==> config.mk <==
export PLATFORM = sky130hd
export DESIGN_NAME = apb3_requester_flat
export DESIGN_NICKNAME = d
export VERILOG_FILES = /design/src/rtl/apb3_requester_pkg.sv /design/src/rtl/apb3_requester_if.sv /design/src/rtl/apb3_requester_watchdog.sv /design/src/rtl/apb3_requester.sv /design/src/flat_wrapper.sv
export SDC_FILE = /design/constraint.sdc
export NUM_CORES = 1
export LEC_CHECK = 0
export CAP_MARGIN = 10
export CORE_ASPECT_RATIO = 1.25
export CORE_MARGIN = 3
export CORE_UTILIZATION = 41
export DETAILED_ROUTE_END_ITERATION = 16
export PLACE_DENSITY = 0.81
export SLEW_MARGIN = 20
export SYNTH_ARGS = -nofsm -noshare
export SYNTH_HDL_FRONTEND = slang
export SYNTH_SLANG_ARGS = --single-unit
export TNS_END_PERCENT = 1
==> constraint.sdc <==
create_clock -name clk -period 2.15 [get_ports clk]
set_input_delay 0.3225 -clock clk [delete_from_list [all_inputs] [get_ports clk]]
set_output_delay 0.3225 -clock clk [all_outputs]
set_load 0.03 [all_outputs]
==> src/rtl/apb3_requester_pkg.sv <==
// Shared types for the APB3 requester: FSM state encoding and command/response records.
package apb3_pkg;

  localparam int ADDR_W = 8;
  localparam int DATA_W = 32;

  typedef enum logic [1:0] {
    IDLE   = 2'd0,
    SETUP  = 2'd1,
    ACCESS = 2'd2,
    RESP   = 2'd3
  } apb3_req_state_e;

  typedef struct packed {
    logic              write;
    logic [ADDR_W-1:0] addr;
    logic [DATA_W-1:0] wdata;
  } apb3_cmd_t;

  typedef struct packed {
    logic [DATA_W-1:0] rdata;
    logic              error;
  } apb3_rsp_t;

endpackage

==> src/rtl/apb3_requester_if.sv <==
// Command/response handshake plus APB3 bus signals seen by the requester.
interface apb3_requester_if #(
  parameter int AddressWidth = 8,
  parameter int DataWidth    = 32
);

  logic                    cmd_valid;
  logic                    cmd_ready;
  logic                    cmd_write;
  logic [AddressWidth-1:0] cmd_addr;
  logic [DataWidth-1:0]    cmd_wdata;

  logic                    rsp_valid;
  logic                    rsp_ready;
  logic [DataWidth-1:0]    rsp_rdata;
  logic                    rsp_error;

  logic [AddressWidth-1:0] paddr;
  logic                    pwrite;
  logic                    psel;
  logic                    penable;
  logic [DataWidth-1:0]    pwdata;
  logic [DataWidth-1:0]    prdata;
  logic                    pready;
  logic                    pslverr;

  // master is the requester itself; slave is everything around it
  modport master (
    input  cmd_valid, cmd_write, cmd_addr, cmd_wdata, rsp_ready,
    input  prdata, pready, pslverr,
    output cmd_ready, rsp_valid, rsp_rdata, rsp_error,
    output paddr, pwrite, psel, penable, pwdata
  );

  modport slave (
    output cmd_valid, cmd_write, cmd_addr, cmd_wdata, rsp_ready,
    output prdata, pready, pslverr,
    input  cmd_ready, rsp_valid, rsp_rdata, rsp_error,
    input  paddr, pwrite, psel, penable, pwdata
  );

endinterface

==> src/rtl/apb3_requester_watchdog.sv <==
// ACCESS-phase wait counter; expired flags the last wait cycle before the limit is reached.
module apb3_req_watchdog #(
  parameter int TimeoutCycles = 16
) (
  input  logic clk,
  input  logic rst_n,
  input  logic clear,
  input  logic inc,
  output logic expired
);

  localparam int CountWidth = $clog2(TimeoutCycles + 1);

  logic [CountWidth-1:0] count;

  always_ff @(posedge clk or negedge rst_n) begin
    if (!rst_n) begin
      count <= '0;
    end else if (clear) begin
      count <= '0;
    end else if (inc) begin
      count <= count + 1'b1;
    end
  end

  // Incrementing on this cycle brings the count to TimeoutCycles
  assign expired = (count == CountWidth'(TimeoutCycles - 1));

endmodule

==> src/rtl/apb3_requester.sv <==
// Valid/ready command to APB3 requester bridge, one transfer in flight at a time.
// Define APB3_REQ_TIMEOUT_EN to abort ACCESS after TimeoutCycles wait cycles.
module apb3_requester
  import apb3_pkg::*;
#(
  parameter int AddressWidth  = 8,
  parameter int DataWidth     = 32,
  parameter int TimeoutCycles = 16
) (
  input  logic             clk,
  input  logic             rst_n,
  apb3_requester_if.master bus
);

  localparam logic [1:0] ST_IDLE   = IDLE;
  localparam logic [1:0] ST_SETUP  = SETUP;
  localparam logic [1:0] ST_ACCESS = ACCESS;
  localparam logic [1:0] ST_RESP   = RESP;

  if (TimeoutCycles < 1) begin : g_bad_timeout
    $error("apb3_requester: TimeoutCycles must be at least 1");
  end

  logic [1:0]              state;
  logic [AddressWidth-1:0] paddr_q;
  logic                    pwrite_q;
  logic                    psel_q;
  logic                    penable_q;
  logic [DataWidth-1:0]    pwdata_q;
  logic                    rsp_valid_q;
  logic [DataWidth-1:0]    rsp_rdata_q;
  logic                    rsp_error_q;
  logic                    timeout_abort;

`ifdef APB3_REQ_TIMEOUT_EN
  logic wd_expired;

  apb3_req_watchdog #(
    .TimeoutCycles(TimeoutCycles)
  ) u_watchdog (
    .clk    (clk),
    .rst_n  (rst_n),
    .clear  (state == ST_SETUP),
    .inc    ((state == ST_ACCESS) && !bus.pready),
    .expired(wd_expired)
  );

  // A pready on the limit cycle still completes the transfer normally
  assign timeout_abort = wd_expired && !bus.pready;
`else
  assign timeout_abort = 1'b0;
`endif

  always_ff @(posedge clk or negedge rst_n) begin
    if (!rst_n) begin
      state       <= ST_IDLE;
      paddr_q     <= '0;
      pwrite_q    <= 1'b0;
      psel_q      <= 1'b0;
      penable_q   <= 1'b0;
      pwdata_q    <= '0;
      rsp_valid_q <= 1'b0;
      rsp_rdata_q <= '0;
      rsp_error_q <= 1'b0;
    end else begin
      case (state)
        ST_IDLE: begin
          if (bus.cmd_valid) begin
            paddr_q  <= bus.cmd_addr;
            pwrite_q <= bus.cmd_write;
            pwdata_q <= bus.cmd_write ? bus.cmd_wdata : '0;
            psel_q   <= 1'b1;
            state    <= ST_SETUP;
          end
        end
        ST_SETUP: begin
          penable_q <= 1'b1;
          state     <= ST_ACCESS;
        end
        ST_ACCESS: begin
          if (bus.pready) begin
            rsp_rdata_q <= pwrite_q ? '0 : bus.prdata;
            rsp_error_q <= bus.pslverr;
            rsp_valid_q <= 1'b1;
            psel_q      <= 1'b0;
            penable_q   <= 1'b0;
            state       <= ST_RESP;
          end else if (timeout_abort) begin
            rsp_rdata_q <= '0;
            rsp_error_q <= 1'b1;
            rsp_valid_q <= 1'b1;
            psel_q      <= 1'b0;
            penable_q   <= 1'b0;
            state       <= ST_RESP;
          end
        end
        ST_RESP: begin
          if (bus.rsp_ready) begin
            rsp_valid_q <= 1'b0;
            state       <= ST_IDLE;
          end
        end
        default: state <= ST_IDLE;
      endcase
    end
  end

  // cmd_ready stays low while reset is held even though the state reads IDLE
  assign bus.cmd_ready = rst_n && (state == ST_IDLE);
  assign bus.paddr     = paddr_q;
  assign bus.pwrite    = pwrite_q;
  assign bus.psel      = psel_q;
  assign bus.penable   = penable_q;
  assign bus.pwdata    = pwdata_q;
  assign bus.rsp_valid = rsp_valid_q;
  assign bus.rsp_rdata = rsp_rdata_q;
  assign bus.rsp_error = rsp_error_q;

endmodule
==> src/flat_wrapper.sv <==
// flat-port wrapper written by rule: the top's interface ports become plain ports
module apb3_requester_flat import apb3_pkg::*;
#(
  parameter int AddressWidth  = 8,
  parameter int DataWidth     = 32,
  parameter int TimeoutCycles = 16
)
  (clk, rst_n, bus_cmd_valid, bus_cmd_write, bus_cmd_addr, bus_cmd_wdata, bus_rsp_ready, bus_prdata, bus_pready, bus_pslverr, bus_cmd_ready, bus_rsp_valid, bus_rsp_rdata, bus_rsp_error, bus_paddr, bus_pwrite, bus_psel, bus_penable, bus_pwdata);
  apb3_requester_if #(.AddressWidth(AddressWidth), .DataWidth(DataWidth)) bus_i ();
  input  logic clk;
  input  logic rst_n;
  input wire logic [$bits(bus_i.cmd_valid)-1:0] bus_cmd_valid;
  input wire logic [$bits(bus_i.cmd_write)-1:0] bus_cmd_write;
  input wire logic [$bits(bus_i.cmd_addr)-1:0] bus_cmd_addr;
  input wire logic [$bits(bus_i.cmd_wdata)-1:0] bus_cmd_wdata;
  input wire logic [$bits(bus_i.rsp_ready)-1:0] bus_rsp_ready;
  input wire logic [$bits(bus_i.prdata)-1:0] bus_prdata;
  input wire logic [$bits(bus_i.pready)-1:0] bus_pready;
  input wire logic [$bits(bus_i.pslverr)-1:0] bus_pslverr;
  output wire logic [$bits(bus_i.cmd_ready)-1:0] bus_cmd_ready;
  output wire logic [$bits(bus_i.rsp_valid)-1:0] bus_rsp_valid;
  output wire logic [$bits(bus_i.rsp_rdata)-1:0] bus_rsp_rdata;
  output wire logic [$bits(bus_i.rsp_error)-1:0] bus_rsp_error;
  output wire logic [$bits(bus_i.paddr)-1:0] bus_paddr;
  output wire logic [$bits(bus_i.pwrite)-1:0] bus_pwrite;
  output wire logic [$bits(bus_i.psel)-1:0] bus_psel;
  output wire logic [$bits(bus_i.penable)-1:0] bus_penable;
  output wire logic [$bits(bus_i.pwdata)-1:0] bus_pwdata;
  assign bus_i.cmd_valid = bus_cmd_valid;
  assign bus_i.cmd_write = bus_cmd_write;
  assign bus_i.cmd_addr = bus_cmd_addr;
  assign bus_i.cmd_wdata = bus_cmd_wdata;
  assign bus_i.rsp_ready = bus_rsp_ready;
  assign bus_i.prdata = bus_prdata;
  assign bus_i.pready = bus_pready;
  assign bus_i.pslverr = bus_pslverr;
  assign bus_cmd_ready = bus_i.cmd_ready;
  assign bus_rsp_valid = bus_i.rsp_valid;
  assign bus_rsp_rdata = bus_i.rsp_rdata;
  assign bus_rsp_error = bus_i.rsp_error;
  assign bus_paddr = bus_i.paddr;
  assign bus_pwrite = bus_i.pwrite;
  assign bus_psel = bus_i.psel;
  assign bus_penable = bus_i.penable;
  assign bus_pwdata = bus_i.pwdata;
  apb3_requester #(.AddressWidth(AddressWidth), .DataWidth(DataWidth), .TimeoutCycles(TimeoutCycles)) u_core (.clk(clk), .rst_n(rst_n), .bus(bus_i));
endmodule
After elaboration in Yosys (flattened, before gate mapping)
Cells that the tools add are included.
- output and inout bits: 78
- bits of input ports: 79
- flip-flop bits (word level): 79
- equal/unequal tests: 6
- multiplexer cells: 13
- reduce and logical (&&, ||, !) cells: 11
- operators by type and width (kind ; number):
    32-bit 2-to-1 mux ; 2
    3-bit AND reduction ; 3
    2-bit one-hot mux with 4 select lines ; 1
    2-bit 2-to-1 mux ; 3
    2-bit inequality test (second input constant) ; 3
    1-bit one-hot mux with 2 select lines ; 3
    2-bit AND reduction ; 3
    2-bit nonzero test ; 3
    2-bit equality test (second input constant) ; 2
    1-bit 2-to-1 mux ; 4
    2-bit by 1-bit equality test with 1-bit output (second input constant) ; 1
    2-bit zero test ; 1
    1-bit logical AND ; 1

Depth between registers and ports, before layout
Gate-level depths: netlist (run 1).
- depth after elaboration: 3
- depth in mapped cells: 7

Least setup slack after synthesis (run 1)
OpenSTA, ideal clock, no wires.
- path type: reg2reg
- from: reg u_core.state[0]
- to: reg u_core.state[1]
- path slack: 640 ps
- period minus slack after synthesis: 1510 ps
- arrival: 1383 ps
- cell stages (with the launch flop): 5
- data required time: 2023 ps
- cell sequence: dfrtp_1 -> inv_1 -> ha_1 -> a222oi_1 -> mux2_1
- word-level cells in the longest chain between the ends: 3
- elaborated cells between the ends (all ways): 9
- classes of those cells: eq/ne (6); mux (1); reduce/logical (2)
- ends and longest elaborated chain (element ; RTL line ; text):
    start, declared ; apb3_requester.sv:24 ; logic [1:0] state;
    start signal, assigned ; apb3_requester.sv:56 ; state <= ST_IDLE;
    start signal, assigned ; apb3_requester.sv:73 ; state <= ST_SETUP;
    start signal, assigned ; apb3_requester.sv:78 ; state <= ST_ACCESS;
    2-bit equality test or 2-bit zero test (tied branches) ; apb3_requester.sv:66 ; case (state)
    2-bit inequality test (no source line) ; -- ;
    3-bit AND reduction (no source line) ; -- ;
Parallel ways exist; a longest one is shown, timed or not.
A chain may end at the register's enable or synchronous reset.

Worst setup path in the final report (run 1)
- from: reg u_core.state[0]
- to: reg u_core.pwdata_q[17], in the netlist u_core.bus.pwdata[17]
- word-level cells in the longest chain between the ends: 2
- ends and longest elaborated chain (element ; RTL line ; text):
    2-bit zero test ; apb3_requester.sv:66 ;
    2-bit AND reduction (no source line) ; -- ;
    end signal, assigned ; apb3_requester.sv:71 ; pwdata_q <= bus.cmd_write ? bus.cmd_wdata : '0;
    end, declared ; apb3_requester.sv:29 ; logic [DataWidth-1:0] pwdata_q;
No other way between the ends.

==> flow_summary.yaml, run 1 <==
critical_path:
  slowest_delay_ns: 0.42
  worst_path_max_delay_cell: "nand2_2"
  worst-endpoint-arrival_ns: 2.11
  worstPathMaxFanout: 36
  cp_num_buf_inv: 2
  setup.worst_path.class: "reg -> reg"
  critical_path.top_delay_family: "buffers and inverters"
  cp_cell_sequence: "inv_1 -> ha_1 -> nand2_2 -> buf_4 -> o21ai_0"
  start_kind: "flop"
  endpoint_kind: "flop"
  crit_required_ns: 2.36
final_layout:
  flow.area_growth_from_synthesis_pct: 56.5
  final-instance-count-excl-fill: 581
  nNetsFinal: 568
  final_layout_size_suffix_gt1_frac: 0.0818
  antenna_cells: 0
die:
  chipHeight_um: 106
  dieWidth_um: 85.7
  dieArea_sq_mm: 0.00906
  design.core.area_sq_mm: 0.00753
  initial_utilization: 0.433
  number_of_primary_i_o_pins: 157
  rows: 35
clock_tree:
  tritoncts: "built"
  clock_tree.root_cell: "clkbuf_8"
  cts_htree_levels: 3
  count_of_cells_resized_by_post_cts_repair: 0
  post_cts_setup_buffer_count: 0
  clkLatencyLatePin_ns: 0.34
  cts_hold_buf: 0
  cts_inserted_buffers: 9
  cts.reportedPaths.clkPinSlew_ns: 0.08
  clock_path_buffers: 2
  tritoncts_num_sinks: 79
synth:
  ys.warnings.count: 0
  synth_edf_count: 0
  yosysTopAreaCell: "dfrtp_1"
  synth_top_area_share: 0.607
  postSynthRegisterBits: 79
  synth_fp_nets: 414
  synthDistinctLibCells: 20
  post_synth.cell_area_avg_sq_um: 9.87
  postSynthCellCount: 330
  synth.most_common_cell: "nand2_1"
  dominantRegCellSynth: "dfrtp_1"
  post_synth_instance_area_sq_mm: 0.00326
  synth_commonest_cells: "99 x nand2_1, 79 x dfrtp_1, 62 x o21ai_0, 32 x nand2b_1, 18 x clkbuf_1"
  synth.yosys.seq_area_share: 0.607
  ys_async_sr_fraction: 1.00
  netlist_top_cells_area: "dfrtp_1 61%, nand2_1 11%, o21ai_0 9.5%"
placement:
  routabilityCongestion: 0.859
  detailed_place_hpwl_um: 6210
  dpl.cell_count: 565
  numPortBuffers: 156
timing:
  timing.final.crit_share: 0.883
  fmax_ghz: 0.527
  final-hold-violation-count: 0
  grt_setup_unrepaired: "false"
  timing.slew.headroom: 0.650
  setup_viol: 0
  timing.clock.skew_ns: 0.0103
  final_period_demand_of_the_worst_path_ns: 1.90
  worstMarginPinSlew_ns: 0.525
  finalMaxSlewViolations: 0
  timing.setup.tns_ns: 0
grt:
  grt-ovfl-total: 0
  maximum_number_of_pins_on_one_net_before_global_route_repair: 47
  grt_first_pass_wirelength_um: 13500
  first_global_vias: 2864
  grt_antenna_before_repair: 0
  tot_gr_track_use: 0.187
drt:
  drc: 0
  routed.top_layer: "met4"
  drtPass1Iterations: 4
  totalWireLength_um: 8210
  wl_per_cell_um: 14.1
  met2_length_um: 3970
  vias: 2771
  routedLengthMet1_um: 3500
  route.detailed.vias_per_inst: 4.77
  met3RoutedLength_um: 603
  drtAntennaViolNets: 0
  initialDrtViolationCount: 78
power:
  fin_total_pwr_w: 0.00742
  power.density_cell_area_mw_per_mm2: 1460
  peakVddDrop_uv: 759
  leakagePower_nw: 2.24
run:
  timing.max_cap.violations: 0
status:
  outcome: "complete, no violations"
min_path:
  min-delay-path-class: "in -> async"
==> worst register-to-register path, delay by kind of cell, from the launching register on <==
kind	cells	cell delay [ns]
fa+ha+maj	1	0.29
simple gates	1	0.42
compound gates	1	0.16
flops	1	0.40
buf+inv	2	0.50
==> final timing paths <==
path	start	end	slack, ns	cells after the start
min in group clk	u_core.bus.rsp_rdata[6]$_DFFE_PN0P_	u_core.bus.rsp_rdata[6]$_DFFE_PN0P_	0.48	2
worst max-delay path	u_core.state[0]$_DFFE_PN0P_	u_core.bus.pwdata[17]$_DFFE_PN0P_	0.25	5
worst min register to register	u_core.bus.rsp_rdata[6]$_DFFE_PN0P_	u_core.bus.rsp_rdata[6]$_DFFE_PN0P_	0.48	2
worst min-delay path	rst_n	u_core.bus.rsp_rdata[14]$_DFFE_PN0P_	0.03	2
worst max register to register	u_core.state[0]$_DFFE_PN0P_	u_core.bus.pwdata[17]$_DFFE_PN0P_	0.25	5
max in group asynchronous	rst_n	u_core.bus.pwdata[24]$_DFFE_PN0P_	1.72	2
==> cell families after synthesis <==
family | synth area share
and+or+nand+nor | 0.179
buffers and inverters | 0.0330
adders and majority gates | 0.0192
AOI/OAI and AO/OA | 0.114
DFF | 0.607
muxes | 0.0476
==> state kept, by name, indices dropped and copies added, names as in the netlist <==
signal	flops
u_core.bus.rsp_valid	1
u_core.bus.psel	1
u_core.bus.rsp_error	1
u_core.bus.rsp_rdata	32
u_core.bus.pwdata	32
u_core.bus.pwrite	1
u_core.state	2
u_core.bus.penable	1
u_core.bus.paddr	8
==> routing by layer <==
layer,GRT usage,vias up
li1,-,1378
met2,0.308,109
met3,0.0469,12
met5,0,-
met4,0.0679,0
met1,0.235,1272
==> power breakdown <==
group	switching [W]	total, W	leakage (nW)	internal (W)
combinational	0.00227	0.00398	1.15	0.00171
clock	0.000526	0.000976	0.0853	0.000449
sequential	0.000344	0.00247	1.01	0.00213
==> placed cells by master (no fill, tap or decap), types with 2 or more instances in the layout <==
cell | synthesis | layout
mux2i_1 | 2 | 2
buf_4 | 0 | 9
nand2b_1 | 32 | 32
clkdlybuf4s50_1 | 0 | 154
clkinvlp_4 | 0 | 2
nand2_1 | 99 | 98
clkinv_2 | 0 | 2
o21ai_0 | 62 | 62
mux2_2 | 11 | 11
nand2_2 | 1 | 2
o21ai_1 | 5 | 5
inv_1 | 6 | 6
clkbuf_8 | 0 | 10
dfrtp_1 | 79 | 79
ha_1 | 5 | 5
==> metrics by stage <==
stage          setup WS, ns  hold slack [ns]  cell area, sq um  utilization
6_report              0.251           0.0328              5100        0.677
2_1_floorplan         0.640           0.0269              3260            -
5_1_grt              0.0707           0.0601              5100        0.677
3_3_place_gp          0.295            0.419              4920        0.654
4_1_cts               0.223           0.0350              5100        0.677
3_5_place_dp          0.200            0.413              4920        0.654
==> cell type report <==
type / instances / area, sq um
timing repair buffer: 164 / 1630
sequential: 79 / 1980
fill: 599 / 2430
multi-input combinational: 223 / 1180
clock buffer: 11 / 141
inverter: 7 / 26.3
clock inverter: 5 / 33.8
tap: 92 / 115
(Power assumes the default switching activity.)
==> run 2, diff against run 1 <==
--- a/config.mk
+++ b/config.mk
@@ -8,10 +8,10 @@
 export CAP_MARGIN = 10
 export CORE_ASPECT_RATIO = 1.25
 export CORE_MARGIN = 3
-export CORE_UTILIZATION = 41
+export CORE_UTILIZATION = 42
+export CTS_BUF_LIST = sky130_fd_sc_hd__clkbuf_8
 export DETAILED_ROUTE_END_ITERATION = 16
-export PLACE_DENSITY = 0.81
-export SLEW_MARGIN = 20
+export PLACE_DENSITY = 0.82
 export SYNTH_ARGS = -nofsm -noshare
 export SYNTH_HDL_FRONTEND = slang
 export SYNTH_SLANG_ARGS = --single-unit
==> flow_summary.yaml, run 2 (synthesis results as in run 1) <==
critical_path:
  endpoint_kind: "flop"
  regToRegStartpoint: "u_core.state[0]$_DFFE_PN0P_"
  crit-reg2reg-capture: "u_core.bus.pwdata[29]$_DFFE_PN0P_"
  rr_worst_depth: 5
  slowest_delay_ns: 0.44
  worst-endpoint-arrival_ns: 2.06
  worstPathMaxFanout: 31
  crit_required_ns: 2.35
  setup.worst_path.class: "reg -> reg"
  worst_path_max_delay_cell: "nand2_2"
  cp_cell_sequence: "inv_1 -> ha_1 -> nand2_2 -> buf_4 -> o21ai_0"
  start_kind: "flop"
  r2r_setup_slack_ns: 0.30
timing:
  timing.slew.headroom: 0.357
  finalMaxSlewViolations: 0
  hold_slack_ns: 0.234
  fmax_ghz: 0.539
  worstMarginPinSlew_ns: 0.964
  timing.setup.tns_ns: 0
  grt_setup_unrepaired: "false"
  final_period_demand_of_the_worst_path_ns: 1.85
  timing.final.crit_share: 0.863
  setup_viol: 0
  final-hold-violation-count: 0
  timing.clock.skew_ns: 0.0106
placement:
  routabilityCongestion: 0.766
  numPortBuffers: 156
  detailed_place_hpwl_um: 6100
min_path:
  min-delay-path-class: "in -> async"
final_layout:
  final_layout_size_suffix_gt1_frac: 0.0799
  finish.utilization: 0.689
  final_cell_mix: "154 x clkdlybuf4s50_1, 98 x nand2_1, 79 x dfrtp_1"
  flow.area_growth_from_synthesis_pct: 57.4
  num-fill-cells: 590
  nNetsFinal: 567
  antenna_cells: 0
  mostFrequentLayoutCell: "clkdlybuf4s50_1"
clock_tree:
  clock_path_buffers: 2
  count_of_cells_resized_by_post_cts_repair: 0
  tritoncts: "built"
  cts.reportedPaths.clkPinSlew_ns: 0.08
  cts_htree_levels: 3
  tritoncts_num_sinks: 79
  clock_tree.root_cell: "clkbuf_8"
  post_cts_setup_buffer_count: 0
  clkLatencyLatePin_ns: 0.34
  cts_hold_buf: 0
  cts_inserted_buffers: 9
die:
  dieWidth_um: 84.8
  initial_utilization: 0.438
  chipHeight_um: 104
  dieArea_sq_mm: 0.00886
  design.core.area_sq_mm: 0.00744
  rows: 35
  number_of_primary_i_o_pins: 157
grt:
  first_global_vias: 2847
  grt_first_pass_wirelength_um: 13700
  grt_antenna_before_repair: 0
  tot_gr_track_use: 0.194
  maximum_number_of_pins_on_one_net_before_global_route_repair: 80
  grt-ovfl-total: 0
power:
  fin_total_pwr_w: 0.00762
  power_switching_share: 0.411
  peakVddDrop_uv: 715
  power.sequential.fraction: 0.325
  intPower_w: 0.00449
  power.density_cell_area_mw_per_mm2: 1490
  p_comb_frac: 0.522
  clkPwrFrac: 0.153
  switchingPower_w: 0.00313
  leakagePower_nw: 2.26
drt:
  drtAntennaViolNets: 0
  initialDrtViolationCount: 103
  route.detailed.vias_per_inst: 4.81
  drc: 0
  vias: 2787
  wl_per_cell_um: 14.1
  totalWireLength_um: 8180
  drtPass1Iterations: 4
status:
  outcome: "complete, no violations"
run:
  timing.max_cap.violations: 0
## run 2: through the flow
stage	setup slack, ns	area (sq um)	cells
after floorplan	0.640	3260	330
final	0.295	5130	580
after global placement	0.300	4920	564
after detailed placement	0.192	4920	564
after global routing	0.102	5130	580
after CTS	0.250	5130	580
## run 2: power by group through the flow
stage	Sequential, W	Combinational [W]	Clock (W)
2_1_floorplan	0.00371	0.00105	0
3_3_place_gp	0.00248	0.00394	0
3_5_place_dp	0.00250	0.00403	0
4_1_cts	0.00248	0.00404	0.00121
5_1_grt	0.00258	0.00427	0.00126
6_report	0.00248	0.00398	0.00116
## run 2: cell type report
class	instances	area [sq um]	area share
multi-input cells	223	1180	0.229
well taps	92	115	0.0224
repair buffers	163	1620	0.316
flip-flops and latches	79	1980	0.386
clock buffers	9	124	0.0242
inverters	7	26.3	0.00512
clock inverters	7	87.6	0.0171
## run 2: worst max-delay path, delay by kind of cell, from the launching register on
kind            cells  cell delay [ns]
compound gates      1             0.14
flops               1             0.40
buf+inv             2             0.46
fa+ha+maj           1             0.28
simple gates        1             0.44
## run 2: worst max path at each step
stage,start,cells after the start,endpoint,slack (ns)
floorplan,u_core.state[0]$_DFFE_PN0P_,4,u_core.state[1]$_DFFE_PN0P_,0.64
global placement,bus_pready,4,u_core.state[1]$_DFFE_PN0P_,0.30
detailed placement,bus_pready,4,u_core.state[1]$_DFFE_PN0P_,0.19
CTS,u_core.state[0]$_DFFE_PN0P_,5,u_core.bus.pwdata[29]$_DFFE_PN0P_,0.25
global route,u_core.state[0]$_DFFE_PN0P_,5,u_core.bus.pwdata[21]$_DFFE_PN0P_,0.10
finish,u_core.state[0]$_DFFE_PN0P_,5,u_core.bus.pwdata[29]$_DFFE_PN0P_,0.30
## run 2: routing by layer
| metal | up-vias | GRT usage | wire length, um |
|---|---|---|---|
| li1 | 1370 | - | - |
| met1 | 1286 | 0.243 | 3440 |
| met2 | 119 | 0.318 | 3900 |
| met3 | 12 | 0.0618 | 696 |
| met4 | 0 | 0.0622 | 138 |
| met5 | - | 0 | 0 |
